==> config.mk <==
export PLATFORM = sky130hd
export DESIGN_NAME = imem_boot_loader_flat
export DESIGN_NICKNAME = d
export VERILOG_FILES = /design/src/rtl/imem_boot_loader_pkg.sv /design/src/rtl/imem_boot_loader_if.sv /design/src/rtl/imem_boot_loader_packer.sv /design/src/rtl/imem_boot_loader.sv /design/src/flat_wrapper.sv
export SDC_FILE = /design/constraint.sdc
export NUM_CORES = 1
export LEC_CHECK = 0
export ABC_AREA = 0
export BUFFER_PORTS_ARGS = -buffer_cell sky130_fd_sc_hd__buf_2
export CORE_UTILIZATION = 31
export DETAILED_ROUTE_END_ITERATION = 10
export PLACE_DENSITY_LB_ADDON = 0.25
export SETUP_SLACK_MARGIN = 0.4
export SYNTH_ARGS = -nofsm -noshare
export SYNTH_HDL_FRONTEND = slang
export SYNTH_SLANG_ARGS = --single-unit
==> constraint.sdc <==
create_clock -name clk_i -period 2.9 [get_ports clk_i]
set_clock_uncertainty 0.1 [all_clocks]
set_input_delay 0.29 -clock clk_i [delete_from_list [all_inputs] [get_ports clk_i]]
set_output_delay 0.29 -clock clk_i [all_outputs]
set_load 0.005 [all_outputs]
==> src/rtl/imem_boot_loader_pkg.sv <==
// Shared boot-loader definitions: memory geometry, loader FSM states
// and frame header size.
package defines;

    localparam int DATA_WIDTH          = 32;
    localparam int INST_MEM_DEPTH      = 256;
    localparam int INST_MEM_ADDR_WIDTH = $clog2(INST_MEM_DEPTH);
    localparam int BOOT_LEN_BYTES      = 2;

    typedef enum logic [2:0] {
        S_LEN_LO,
        S_LEN_HI,
        S_DATA,
        S_CSUM,
        S_DONE,
        S_ERR
    } loader_state_t;

endpackage

==> src/rtl/imem_boot_loader_if.sv <==
// Byte stream in, instruction-memory write port out.
// Master drives the stream; the loader is the slave.
interface imem_boot_loader_if #(
    parameter int BYTE_WIDTH = 8
);

    logic                                     rx_valid_i;
    logic [BYTE_WIDTH-1:0]                    rx_data_i;
    logic                                     rx_ready_o;
    logic                                     imem_we_o;
    logic [defines::INST_MEM_ADDR_WIDTH-1:0]  imem_waddr_o;
    logic [defines::DATA_WIDTH-1:0]           imem_wdata_o;

    modport master (
        output rx_valid_i,
        output rx_data_i,
        input  rx_ready_o,
        input  imem_we_o,
        input  imem_waddr_o,
        input  imem_wdata_o
    );

    modport slave (
        input  rx_valid_i,
        input  rx_data_i,
        output rx_ready_o,
        output imem_we_o,
        output imem_waddr_o,
        output imem_wdata_o
    );

endinterface

==> src/rtl/imem_boot_loader_packer.sv <==
// Little-endian byte-to-word packer; word_ready fires with the
// fourth byte, and word already includes that byte.
module imem_byte_packer #(
    parameter int BYTE_WIDTH = 8
) (
    input  logic                    clk,
    input  logic                    rst_n,
    input  logic                    clr,
    input  logic                    en,
    input  logic [BYTE_WIDTH-1:0]   data,
    output logic [4*BYTE_WIDTH-1:0] word,
    output logic                    word_ready
);

    logic [1:0]              idx;
    logic [3*BYTE_WIDTH-1:0] sh;

    assign word       = {data, sh};
    assign word_ready = en && (idx == 2'd3);

    always_ff @(posedge clk) begin
        if (!rst_n || clr) begin
            idx <= '0;
            sh  <= '0;
        end else if (en) begin
            idx <= idx + 2'd1;
            sh  <= {data, sh[3*BYTE_WIDTH-1:BYTE_WIDTH]};
        end
    end

endmodule

==> src/rtl/imem_boot_loader.sv <==
// Length-prefixed boot image loader into instruction memory.
// Define BOOT_CHECKSUM_EN to require a trailing mod-256 checksum byte.
module imem_boot_loader
    import defines::*;
#(
    parameter int BYTE_WIDTH = 8,
    parameter int MAX_WORDS  = INST_MEM_DEPTH
) (
    input  logic                clk_i,
    input  logic                rst_n_i,
    imem_boot_loader_if.slave   bus,
    input  logic                load_req_i,
    output logic                core_hold_o,
    output logic                done_o,
    output logic                err_o
);

    loader_state_t                  state;
    logic [BYTE_WIDTH-1:0]          len_lo;
    logic [15:0]                    len;
    logic [15:0]                    word_cnt;
    logic [15:0]                    n_rx;
    logic                           len_bad;
    logic                           last_word;
    logic                           xfer;
    logic                           pk_en;
    logic                           pk_clr;
    logic [4*BYTE_WIDTH-1:0]        pk_word;
    logic                           pk_ready;
    logic                           we_q;
    logic [INST_MEM_ADDR_WIDTH-1:0] waddr_q;
    logic [DATA_WIDTH-1:0]          wdata_q;
`ifdef BOOT_CHECKSUM_EN
    logic [7:0]                     acc;
    logic                           csum_ok;
`endif

    assign bus.rx_ready_o = rst_n_i &&
        (state inside {S_LEN_LO, S_LEN_HI, S_DATA, S_CSUM});
    assign xfer      = bus.rx_valid_i && bus.rx_ready_o;
    assign n_rx      = 16'({bus.rx_data_i, len_lo});
    assign len_bad   = (n_rx == 16'd0) || (int'(n_rx) > MAX_WORDS);
    assign last_word = (word_cnt == len - 16'd1);
`ifdef BOOT_CHECKSUM_EN
    assign csum_ok   = (8'(acc + 8'(bus.rx_data_i)) == 8'd0);
`endif

    assign pk_en  = xfer && (state == S_DATA);
    assign pk_clr = (state != S_DATA);

    imem_byte_packer #(
        .BYTE_WIDTH(BYTE_WIDTH)
    ) u_packer (
        .clk       (clk_i),
        .rst_n     (rst_n_i),
        .clr       (pk_clr),
        .en        (pk_en),
        .data      (bus.rx_data_i),
        .word      (pk_word),
        .word_ready(pk_ready)
    );

    assign bus.imem_we_o    = we_q;
    assign bus.imem_waddr_o = waddr_q;
    assign bus.imem_wdata_o = wdata_q;

    assign core_hold_o = (state != S_DONE);
    assign done_o      = (state == S_DONE);
    assign err_o       = (state == S_ERR);

    always_ff @(posedge clk_i) begin
        if (!rst_n_i) begin
            state    <= S_LEN_LO;
            len_lo   <= '0;
            len      <= '0;
            word_cnt <= '0;
            we_q     <= 1'b0;
            waddr_q  <= '0;
            wdata_q  <= '0;
`ifdef BOOT_CHECKSUM_EN
            acc      <= '0;
`endif
        end else begin
            we_q <= pk_ready;
            if (pk_ready) begin
                waddr_q <= word_cnt[INST_MEM_ADDR_WIDTH-1:0];
                wdata_q <= DATA_WIDTH'(pk_word);
            end
            unique case (state)
                S_LEN_LO: begin
                    if (xfer) begin
                        len_lo <= bus.rx_data_i;
                        state  <= S_LEN_HI;
                    end
                end
                S_LEN_HI: begin
                    if (xfer) begin
                        len      <= n_rx;
                        word_cnt <= '0;
`ifdef BOOT_CHECKSUM_EN
                        acc      <= '0;
`endif
                        // bad lengths are rejected before any write
                        state    <= len_bad ? S_ERR : S_DATA;
                    end
                end
                S_DATA: begin
`ifdef BOOT_CHECKSUM_EN
                    if (xfer) acc <= acc + 8'(bus.rx_data_i);
`endif
                    if (pk_ready) begin
                        word_cnt <= word_cnt + 16'd1;
                        if (last_word) begin
`ifdef BOOT_CHECKSUM_EN
                            state <= S_CSUM;
`else
                            state <= S_DONE;
`endif
                        end
                    end
                end
`ifdef BOOT_CHECKSUM_EN
                S_CSUM: begin
                    if (xfer) state <= csum_ok ? S_DONE : S_ERR;
                end
`endif
                S_DONE, S_ERR: begin
                    if (load_req_i) begin
                        state    <= S_LEN_LO;
                        word_cnt <= '0;
                    end
                end
                default: state <= S_LEN_LO;
            endcase
        end
    end

endmodule

==> src/flat_wrapper.sv <==
// flat-port wrapper written by rule: the top's interface ports become plain ports
module imem_boot_loader_flat import defines::*;
#(
    parameter int BYTE_WIDTH = 8,
    parameter int MAX_WORDS  = INST_MEM_DEPTH
)
  (clk_i, rst_n_i, load_req_i, core_hold_o, done_o, err_o, bus_rx_valid_i, bus_rx_data_i, bus_rx_ready_o, bus_imem_we_o, bus_imem_waddr_o, bus_imem_wdata_o);
  imem_boot_loader_if #(.BYTE_WIDTH(BYTE_WIDTH)) bus_i ();
  input  logic clk_i;
  input  logic rst_n_i;
  input  logic load_req_i;
  output logic core_hold_o;
  output logic done_o;
  output logic err_o;
  input wire logic [$bits(bus_i.rx_valid_i)-1:0] bus_rx_valid_i;
  input wire logic [$bits(bus_i.rx_data_i)-1:0] bus_rx_data_i;
  output wire logic [$bits(bus_i.rx_ready_o)-1:0] bus_rx_ready_o;
  output wire logic [$bits(bus_i.imem_we_o)-1:0] bus_imem_we_o;
  output wire logic [$bits(bus_i.imem_waddr_o)-1:0] bus_imem_waddr_o;
  output wire logic [$bits(bus_i.imem_wdata_o)-1:0] bus_imem_wdata_o;
  assign bus_i.rx_valid_i = bus_rx_valid_i;
  assign bus_i.rx_data_i = bus_rx_data_i;
  assign bus_rx_ready_o = bus_i.rx_ready_o;
  assign bus_imem_we_o = bus_i.imem_we_o;
  assign bus_imem_waddr_o = bus_i.imem_waddr_o;
  assign bus_imem_wdata_o = bus_i.imem_wdata_o;
  imem_boot_loader #(.BYTE_WIDTH(BYTE_WIDTH), .MAX_WORDS(MAX_WORDS)) u_core (.clk_i(clk_i), .rst_n_i(rst_n_i), .bus(bus_i), .load_req_i(load_req_i), .core_hold_o(core_hold_o), .done_o(done_o), .err_o(err_o));
endmodule
# After elaboration in Yosys (flattened, before gate mapping)
# Cells that the tools add are included.
totals:
  ff_bits: 110
  inputBits: 12
  output_inout_bits: 45
  elab_cells: 54
op_classes:
  addsub: 3
  magnitude_cmp: 1
  n_eq_ne: 14
  n_mux: 11
  reduce_logical: 16
ops:
  columns: ["operator", "count"]
  rows:
  - ["$mux 16", 3]
  - ["$pmux 16 s3", 1]
  - ["$mux 3", 6]
  - ["$add 16x1->16 const B", 1]
  - ["$eq 16x16->1", 1]
  - ["$gt 16x9->1 const B", 1]
  - ["$logic_not 16->1", 1]
  - ["$sub 16x1->16 const B", 1]
  - ["$pmux 3 s4", 1]
  - ["$ne 2x1->1 const B", 4]
  - ["$eq 3x2->1 const B", 2]
  - ["$eq 3x3->1 const B", 2]
  - ["$reduce_and 5->1", 1]
  - ["$logic_and 1x1->1", 4]
  - ["$reduce_and 2->1", 2]
  - ["$reduce_and 4->1", 1]
  - ["$reduce_bool 4->1", 1]
  - ["$eq 3x1->1 const B", 1]
  - ["$logic_not 3->1", 1]
  - ["$ne 3x2->1 const B", 1]
  - ["$ne 3x3->1 const B", 1]
  - ["$reduce_bool 3->1", 1]
  - ["$add 2x1->2 const B", 1]
  - ["$eq 2x2->1 const B", 1]
  - ["4 further kinds", 5]

# Depth between registers and ports, before layout
# Gate-level depths: netlist of the first run.
depth:
  depth_word: 8
  depth_mapped: 10
  mapped_depth_nobuf: 9

# Hierarchy
# From an unflattened synthesis of the first run, not the netlist that was laid out.
unflattened:
  hier_cells: 532
  hier_area_um2: 4999.8
modules_own_cells:
  columns: ["mod", "n_inst", "cells_each", "area_per_inst_um2", "seq_area_each_um2"]
  rows:
  - ["imem_boot_loader", 1, 437, 3952.5, 1681.6]
  - ["imem_byte_packer", 1, 95, 1047.3, 520.5]

# Worst setup path after synthesis of the first run
# No wires, ideal clock.
synth_path:
  kind: "register -> register"
  startpoint: "register u_core.len[2]"
  endpoint: "register u_core.state[2]"
  t_arrival_ns: 2.311
  required_time_ns: 2.674
  path_slack_ns: 0.363
  stages_incl_launch_ff: 9
  path_buffers: 1
  cell_sequence: "dfxtp_1 buf_6 or4_4 or4_4 or3_1 nand4b_1 nor4_2 a221oi_1 a21oi_1"
synth_via:
  elab_chain_len: 4
synth_rtl:
  columns: ["item", "line_no", "text"]
  rows:
  - ["from (decl)", "imem_boot_loader.sv:20", "logic [15:0] len;"]
  - ["from (signal assigned)", "imem_boot_loader.sv:98", "len <= n_rx;"]
  - ["$sub 16x1->16", "imem_boot_loader.sv:43", "assign last_word = (word_cnt == len - 16'd1);"]
  - ["$eq 16x16->1", "imem_boot_loader.sv:43", null]
  - ["$ne 2x1->1 (no source line)", null, null]
  - ["$reduce_and 5->1 (no source line)", null, null]
  - ["to (signal assigned)", "imem_boot_loader.sv:104", "state <= len_bad ? S_ERR : S_DATA;"]
  - ["to (decl)", "imem_boot_loader.sv:18", "loader_state_t state;"]
# No other way between the ends.
# A chain may end at the register's enable or synchronous reset.

# Worst setup path after layout of the first run
layout_path:
  startpoint: "register u_core.len[3]"
  endpoint: "register u_core.state[2]"
# Same word-level chain as after synthesis.

==> results of run 1 <==
==> critical path, stage by stage, from the launching register on <==
cell	delay (ns)
dfxtp_4	0.37
or4_4	0.57
or4_4	0.51
or3_1	0.35
nand4b_1	0.11
nor4_2	0.05
a221oi_1	0.31
a21oi_1	0.07
==> final cells by class <==
cell class / instances / area, um2
fillers: 1537 / 9156
well taps: 184 / 230.2
clock buffers: 11 / 232.7
multi-input cells: 396 / 2331
inverters: 10 / 37.54
clock inverters: 5 / 66.31
flip-flops and latches: 110 / 2212
repair buffers: 69 / 377.9
==> worst max path at each step <==
stage	start	to	slack, ns
final	u_core.len[3]	u_core.state[2]	0.34
after global routing	u_core.len[3]	u_core.state[2]	0.25
after CTS	u_core.len[9]	u_core.state[2]	0.37
after detailed placement	u_core.len[2]	u_core.state[2]	0.30
after global placement	u_core.len[7]	u_core.state[2]	0.36
after floorplan	u_core.len[7]	u_core.state[2]	0.41
==> kinds of logic after synthesis <==
family	synth area share, %
XOR/XNOR	5.802
AO/OA/AOI/OAI	9.492
multiplexers	10.70
adder cells (fa/ha/maj)	0.8022
buffers and inverters	3.770
AND/OR/NAND/NOR	22.38
flip-flops	47.06
==> stage by stage <==
| step | power, mW | instances | hold WS, ns |
|---|---|---|---|
| 3_3_place_gp | 1.713 | 765 | 0.3418 |
| 6_report | 2.935 | 785 | 0.1315 |
| 5_1_grt | 3.031 | 785 | 0.1415 |
| 4_1_cts | 2.962 | 781 | 0.1294 |
| 3_5_place_dp | 1.717 | 765 | 0.3474 |
| 2_1_floorplan | 1.672 | 550 | 0.3260 |
==> registers in the layout, summed over array words and instances (netlist names) <==
register	cells
u_core.u_packer.idx	2
u_core.bus.imem_we_o	1
u_core.bus.imem_wdata_o	32
u_core.bus.imem_waddr_o	8
u_core.word_cnt	16
u_core.u_packer.sh	24
u_core.len	16
u_core.state	3
u_core.len_lo	8
==> cells in the final DEF, fill, tap and decap left out, drive strengths merged, types with 6 or more instances in the layout <==
| cell type | count |
|---|---|
| nand4 | 6 |
| nor3 | 9 |
| clkbuf | 11 |
| xor2 | 13 |
| nand3 | 9 |
| o21ai | 10 |
| dfxtp | 110 |
| nor4 | 9 |
| xnor2 | 18 |
| mux2i | 50 |
| a21oi | 49 |
| buf | 69 |
| nor2 | 78 |
| nand2 | 95 |
| inv | 12 |
==> power breakdown <==
part	internal, mW	switching [mW]
sequential	1.52	0.0141
combinational	0.0621	0.0900
clock	0.682	0.569
total	2.26	0.673
==> routing by layer <==
metal,track usage (%),up-vias
met5,0,-
met4,4.448,0
met3,2.405,10
met2,26.01,54
met1,18.50,1863
li1,-,1950
==> what timing repair did <==
action	in CTS	in global routing
endpoints found under the setup margin	1	7
setup buffers	0	4
pin swaps	0	7
resized for setup	2	9
==> out/metrics.cfg, run 1 <==
[worst_hold_path]
hold_depth = 3
min_from = bus_rx_data_i[1]
hp-class = in2reg
hold_end = u_core.bus.imem_wdata_o[25]

[timing]
fin_ws_ns = 0.3387
fmax_ghz = 0.3904
fin_tns_setup_ns = 0
tightest_slew_ns = 1.149
finalSetupViolations = 0
slew_viol_final = 0
min_period_ns = 2.561
rsz0062_at_grt = true
hold_viol = 0
slew_headroom_pct = 23.38
fin_crit_sh_pct = 88.32

[place]
place_ws_ns = 0.3035
dp_hpwl_um = 7928
portBuffers = 56
gp_congestion = 0.8501
placed_area_um2 = 5120

[power_and_ir_drop]
power.density_nw_per_um2 = 534.8
ir_drop_mv = 0.2819
p_leak_nw = 2.277

[drt]
drt-initial-drc-count = 147
wl_met1_um = 5173
ant_nets = 0
dr.pass1.iters = 4
wirelength_um = 11220
top_layer_used = met4
dr_total_vias = 3877
wl_met2_um = 5626
avgViaCountPerCell = 4.939
wire_per_inst_um = 14.29
drc = 0
wl_met3_um = 318

[synth]
syn_nets = 565
async_flop_share_pct = 0
ys_top_cells_by_area = dfxtp_1 47%, mux2i_1 11%, nand2_1 7.6%
synth_top_area_share_pct = 47.06
syn_inst = 550
yosys-top-cells-count = 110 x dfxtp_1, 95 x nand2_1, 78 x nor2_1
ys.flop_type = dfxtp_1
yosysSeqAreaShare_pct = 47.06
synth_area_leader_cell = dfxtp_1
synth_seq_cells = 110
yosysMostFrequentCell = dfxtp_1
ys_warn_count = 0
syn_area_um2 = 4679
yosysUniqueCellTypes = 44
synth-edff-count = 0
synth_area_per_cell_um2 = 8.508

[die]
dieArea_um2 = 15590
fp-row-count = 44
fp.dieW_um = 124.9
start_util_pct = 31.95
die_y_um = 124.9
io_pins = 57
coreArea_um2 = 14640

[finish]
antenna_cells = 0
area_growth_pct = 17.27
post-route-util_pct = 37.47
nets = 611
drive_gt1_share_pct = 16.64
postLayoutCellArea_um2 = 5488

[global_routing]
track_usage_pct = 14.79
grt_pass1_wl_um = 18490
grt_max_degree = 68
grt_pass1_vias = 3644
overflow = 0
antenna_found_initial = 0

[setup_path]
path_class = reg2reg
reg2reg_depth = 7
cp_data_arrival_time_ns = 2.69
crit_path_start_kind = register
r2r_end = u_core.state[2]
crit_fanout = 6
cp.required_ns = 3.03
cp-end-kind = register
r2r_slack_ns = 0.34
r2r_start = u_core.len[3]

[job]
max_cap_viol_count = 0

[cts]
cts_tree = done
root_buffer = clkbuf_16
cts_made_buffers = 9
clk_pin_slew_ns = 0.07
clock_sinks = 110
clock_latency_ns = 0.34
ctsLongestPathBuffers = 2
cts_max_level = 3
ctsHoldBuffers = 0

[run_status]
outcome = complete, no violations

Note: power is estimated with default switching activity, not from simulation.
==> run 2, diff against run 1 <==
RECOVER_POWER = 100   (was unset)
==> run 2 against run 1 <==
Clock power is essentially flat. Combinational power hardly changed. Core utilization decreased by 0.29 points. Hold slack about the same. Power down 0.13%. Critical path depth unchanged. Critical path type unchanged. Largest cell class unchanged. Largest power group unchanged.
==> out/metrics.cfg, run 2 (same netlist as run 1, synthesis figures left out) <==
[run_status]
outcome = complete, no violations

[cts]
ctsHoldBuffers = 0  ; unchanged
ctsLongestPathBuffers = 2  ; unchanged
root_buffer = clkbuf_16
cts_made_buffers = 9  ; unchanged
clock_sinks = 110  ; unchanged
clk_pin_slew_ns = 0.07  ; about the same
cts_max_level = 3  ; unchanged
clock_latency_ns = 0.34  ; about the same
cts_tree = done

[finish]
final_common_cell = dfxtp_1
post-route-util_pct = 37.18  ; -0.29 points
postLayoutCellArea_um2 = 5445  ; -0.78%
area_growth_pct = 16.36
final_cell_mix = 106 x dfxtp_1, 95 x nand2_1, 78 x nor2_1
antenna_cells = 0  ; unchanged
nets = 611  ; unchanged
largest_reg_flops = 32  ; unchanged
drive_gt1_share_pct = 13.64  ; -3.0 points

[power_and_ir_drop]
p_sw_mw = 0.6710  ; -0.25%
clockPowerShare_pct = 42.6  ; about the same
ir_drop_mv = 0.2813  ; -0.22%
power.density_nw_per_um2 = 538.2  ; +0.65%
combPwrFrac_pct = 5.1  ; about the same
switching_share_pct = 22.90  ; -0.027 points
p_int_mw = 2.260  ; about the same
power_mw = 2.931  ; -0.13%
sequentialPowerShare_pct = 52.3  ; about the same
p_leak_nw = 2.209  ; -3.0%

[timing]
rsz0062_at_grt = true
min_period_ns = 2.568  ; +0.007047 ns
fin_tns_setup_ns = 0  ; unchanged
slew_viol_final = 0  ; unchanged
finalSetupViolations = 0  ; unchanged
tightest_slew_ns = 1.139  ; -0.01026 ns
fin_crit_sh_pct = 88.56  ; +0.24 points
fmax_ghz = 0.3894  ; -0.27%
slew_headroom_pct = 24.06  ; +0.68 points
hold_viol = 0  ; unchanged

[place]
placed_area_um2 = 5120  ; unchanged
dp_hpwl_um = 7928  ; unchanged
portBuffers = 56  ; unchanged
gp_congestion = 0.8501  ; unchanged

[global_routing]
antenna_found_initial = 0  ; unchanged
track_usage_pct = 14.79  ; unchanged
grt_pass1_wl_um = 18490  ; unchanged
grt_pass1_vias = 3644  ; unchanged
overflow = 0  ; unchanged
grt_max_degree = 68  ; unchanged

[die]
coreArea_um2 = 14640  ; unchanged
io_pins = 57  ; unchanged
fp.dieW_um = 124.9  ; unchanged
dieArea_um2 = 15590  ; unchanged
fp-row-count = 44  ; unchanged
die_y_um = 124.9  ; unchanged
start_util_pct = 31.95  ; unchanged

[drt]
wirelength_um = 11210  ; about the same
wire_per_inst_um = 14.28  ; about the same
drt-initial-drc-count = 147  ; unchanged
avgViaCountPerCell = 4.918  ; -0.41%
dr_total_vias = 3861  ; -0.41%
dr.pass1.iters = 4  ; unchanged
drc = 0  ; unchanged
ant_nets = 0  ; unchanged

[worst_hold_path]
hold_depth = 3  ; unchanged
hp-class = in2reg

[setup_path]
max_stage_delay_ns = 0.57  ; about the same
cp-end-kind = register
reg2reg_depth = 7  ; unchanged
crit_path_start_kind = register
r2r_slack_ns = 0.33  ; about the same
path_class = reg2reg
critPathSlowestCell = or4_4
cp_data_arrival_time_ns = 2.70  ; about the same
crit_chain = or4_4, or4_4, or3_1, nand4b_1, nor4_1, a221oi_1, a21oi_1
cp.required_ns = 3.03  ; about the same
crit_fanout = 6  ; unchanged
cpMostUsedCell = or4_4

[job]
max_cap_viol_count = 0  ; unchanged

==> run 2: cell types whose count changed in the layout (fill, tap and decap cells not counted), moves of 2 or more <==
cell	before	now
clkbuf_1	2	17
buf_2	56	43
buf_4	13	9
clkbuf_2	0	2
==> run 2: path summary, 6_finish.rpt <==
path	startpoint	end
setup reg to reg	u_core.len[3]	u_core.state[2]
hold reg to reg	u_core.bus.imem_wdata_o[25]	u_core.bus.imem_wdata_o[25]
setup / recovery	u_core.len[3]	u_core.state[2]
hold / removal	bus_rx_data_i[1]	u_core.bus.imem_wdata_o[25]
==> run 2: area by class of cell <==
cell class | instances | area (um2)
clock buffers | 11 | 232.7
clock inverters | 5 | 66.31
fillers | 1549 | 9199
inverters | 10 | 37.54
multi-input cells | 396 | 2317
flip-flops and latches | 110 | 2212
well taps | 184 | 230.2
repair buffers | 69 | 349.1
==> run 2: per-layer routing <==
metal / global-route usage, % / wire, um
met1: 18.50 / 5170
met2: 26.01 / 5631
met3: 2.405 / 306
met4: 4.448 / 100
met5: 0 / 0
==> run 2: per-stage QoR <==
step                setup WS [ns]  hold slack (ns)  instances
global route               0.1300           0.1415        785
detailed placement         0.3035           0.3474        765
global placement           0.3626           0.3418        765
CTS                        0.3689           0.1294        781
floorplan                  0.4144           0.3260        550
finish                     0.3317           0.1320        785
==> run 2: power by group through the flow <==
stage	Combinational (mW)	Sequential, mW	Clock, mW
2_1_floorplan	0.110	1.56	0
3_3_place_gp	0.145	1.57	0
3_5_place_dp	0.148	1.57	0
4_1_cts	0.150	1.53	1.28
5_1_grt	0.166	1.53	1.33
6_report	0.150	1.53	1.25
==> run 2: repair_timing <==
| item | CTS | global route |
|---|---|---|
| resized for setup | 2 | 9 |
| cloned | 0 | 0 |
| setup endpoints to repair | 1 | 7 |
| pin swaps | 0 | 7 |
| setup buffers | 0 | 4 |
==> run 2: critical path: cells and delay by family (launching register included) <==
kind | cells | cell delay [ns]
and+or+nand+nor | 5 | 1.59
DFF | 1 | 0.37
AOI/OAI and AO/OA | 2 | 0.38
==> run 3, diff against run 2 <==
clock period = 2.22 ns   (was 2.9 ns; I/O delays follow)
==> run 3 against run 2 <==
Core utilization grew 2.4 points. Critical path type unchanged. Count of clock-buffer cells in the layout is the same. First-iteration DRC count shrank 11%. Worst setup slack lost 0.60 ns. Die area is the same. Wire length grew 7.2%. Critical path depth is the same. Maximum frequency grew 3.3%. The run now ends with negative setup slack left.
==> out/metrics.cfg, run 3 (same netlist as run 1, synthesis figures left out) <==
[drt]
wire_per_inst_um = 14.60  ; +2.2%
wirelength_um = 12010  ; +7.2%
drc = 0  ; unchanged
avgViaCountPerCell = 4.906  ; -0.24%
drt-initial-drc-count = 131  ; -11%
dr.pass1.iters = 4  ; unchanged
dr_total_vias = 4038  ; +4.6%
ant_nets = 0  ; unchanged

[cts]
clock_latency_ns = 0.35  ; about the same
ctsLongestPathBuffers = 2  ; unchanged
cts_tree = done
root_buffer = clkbuf_16
clock_sinks = 110  ; unchanged
cts_max_level = 3  ; unchanged
cts_made_buffers = 9  ; unchanged
clk_pin_slew_ns = 0.07  ; about the same
ctsHoldBuffers = 0  ; unchanged

[setup_path]
crit_path_start_kind = register
cp_data_arrival_time_ns = 2.62  ; -0.08 ns
cp.required_ns = 2.35  ; -0.68 ns
reg2reg_depth = 7  ; unchanged
cp-end-kind = register
r2r_slack_ns = -0.27  ; -0.60 ns
path_class = reg2reg
crit_fanout = 3  ; -3
r2r_start = u_core.len[9]
r2r_end = u_core.state[2]

[power_and_ir_drop]
combPwrFrac_pct = 5.9  ; +0.8 points
p_sw_mw = 0.8704  ; +30%
switching_share_pct = 23.16  ; +0.26 points
ir_drop_mv = 0.4201  ; +49%
p_leak_nw = 2.410  ; +9.1%
power.density_nw_per_um2 = 647.8  ; +20%
sequentialPowerShare_pct = 53.2  ; +0.9 points
clockPowerShare_pct = 40.8  ; -1.8 points
p_int_mw = 2.888  ; +28%

[finish]
final_common_cell = dfxtp_1
drive_gt1_share_pct = 20.19  ; +6.5 points
final_cell_mix = 106 x dfxtp_1, 94 x nand2_1, 78 x nor2_1
largest_reg_flops = 32  ; unchanged
area_growth_pct = 23.98
post-route-util_pct = 39.62  ; +2.4 points
antenna_cells = 0  ; unchanged
nets = 649  ; +6.2%

[place]
place_ws_ns = -0.3555  ; -0.6590 ns
portBuffers = 56  ; unchanged
gp_congestion = 0.8344  ; -1.8%
dp_hpwl_um = 8619  ; +8.7%

[die]
dieArea_um2 = 15590  ; unchanged
fp-row-count = 44  ; unchanged
io_pins = 57  ; unchanged
coreArea_um2 = 14640  ; unchanged
start_util_pct = 31.95  ; unchanged
fp.dieW_um = 124.9  ; unchanged
die_y_um = 124.9  ; unchanged

[timing]
fin_ws_ns = -0.2653  ; -0.5969 ns
rsz0062_at_grt = true
fmax_ghz = 0.4024  ; +3.3%
tightest_slew_ns = 0.6155  ; -0.5236 ns
finalSetupViolations = 3  ; +3
slew_headroom_pct = 58.97  ; +35 points
fin_crit_sh_pct = 111.9  ; +23 points
whs_ns = 0.06429  ; -0.06770 ns
min_period_ns = 2.485  ; -0.08306 ns
fin_tns_setup_ns = -0.5978  ; -0.5978 ns
slew_viol_final = 0  ; unchanged
hold_viol = 0  ; unchanged

[global_routing]
grt_pass1_vias = 3836  ; +5.3%
antenna_found_initial = 0  ; unchanged
grt_max_degree = 43  ; -37%
overflow = 0  ; unchanged
grt_pass1_wl_um = 19500  ; +5.5%
track_usage_pct = 15.56  ; +0.76 points

[worst_hold_path]
min_from = bus_rx_data_i[2]
hp-class = in2reg
hold_depth = 3  ; unchanged
hold_end = u_core.bus.imem_wdata_o[26]

[run_status]
violations = negative setup slack
outcome = complete, but fails checks

[job]
max_cap_viol_count = 0  ; unchanged

-- run 3: layout make-up --
type                    instances  area (um2)
clock buffers                  11       242.7
well taps                     184       230.2
flip-flops and latches        110        2207
fillers                      1537        8842
multi-input cells             396        2397
clock inverters                 5       41.29
repair buffers                107       644.4
inverters                      10       38.79
-- run 3: worst max-delay path: stages (launching register included) --
cell and delay [ns]:
dfxtp_1 0.31, or4_4 0.55, or4_4 0.52, or3_1 0.37, nand4b_1 0.16, nor4_4 0.06
a221oi_2 0.25, a21oi_1 0.06
-- run 3: worst max path at each step --
stage / startpoint / to / slack [ns] / cells after the start
finish: u_core.len[9] / u_core.state[2] / -0.27 / 7
global route: u_core.len[9] / u_core.state[2] / -0.31 / 8
CTS: u_core.len[9] / u_core.state[2] / -0.27 / 7
detailed placement: u_core.len[9] / u_core.state[2] / -0.36 / 8
global placement: u_core.len[9] / u_core.state[2] / -0.28 / 8
floorplan: u_core.len[7] / u_core.state[2] / -0.26 / 8
-- run 3: timing repair --
action / CTS / global route
setup endpoints to repair: 50 / 68
pin swaps: 4 / 9
buffers inserted: 2 / 5
resized for setup: 16 / 16
cloned: 0 / 1
-- run 3: routing by layer --
layer | track usage [%] | share of wire, % | vias up
met3 | 2.620 | 3.0 | 17
met1 | 18.86 | 45 | 1926
met2 | 27.63 | 51 | 68
li1 | - | - | 2027
met4 | 5.524 | 1.6 | 0
met5 | 0 | 0 | -
-- run 3: power by group through the flow --
| stage | registers (mW) | logic (mW) | clock network, mW |
|---|---|---|---|
| global placement | 2.05 | 0.213 | 0 |
| floorplan | 2.04 | 0.147 | 0 |
| finish | 2.00 | 0.222 | 1.53 |
| CTS | 2.00 | 0.222 | 1.58 |
| detailed placement | 2.05 | 0.216 | 0 |
| global route | 2.00 | 0.243 | 1.66 |
-- run 3: metrics by stage --
stage | std cells | power [mW] | area (um2)
global route | 823 | 3.902 | 5802
global placement | 799 | 2.259 | 5419
floorplan | 550 | 2.187 | 4713
detailed placement | 799 | 2.263 | 5419
CTS | 817 | 3.804 | 5777
finish | 823 | 3.759 | 5802
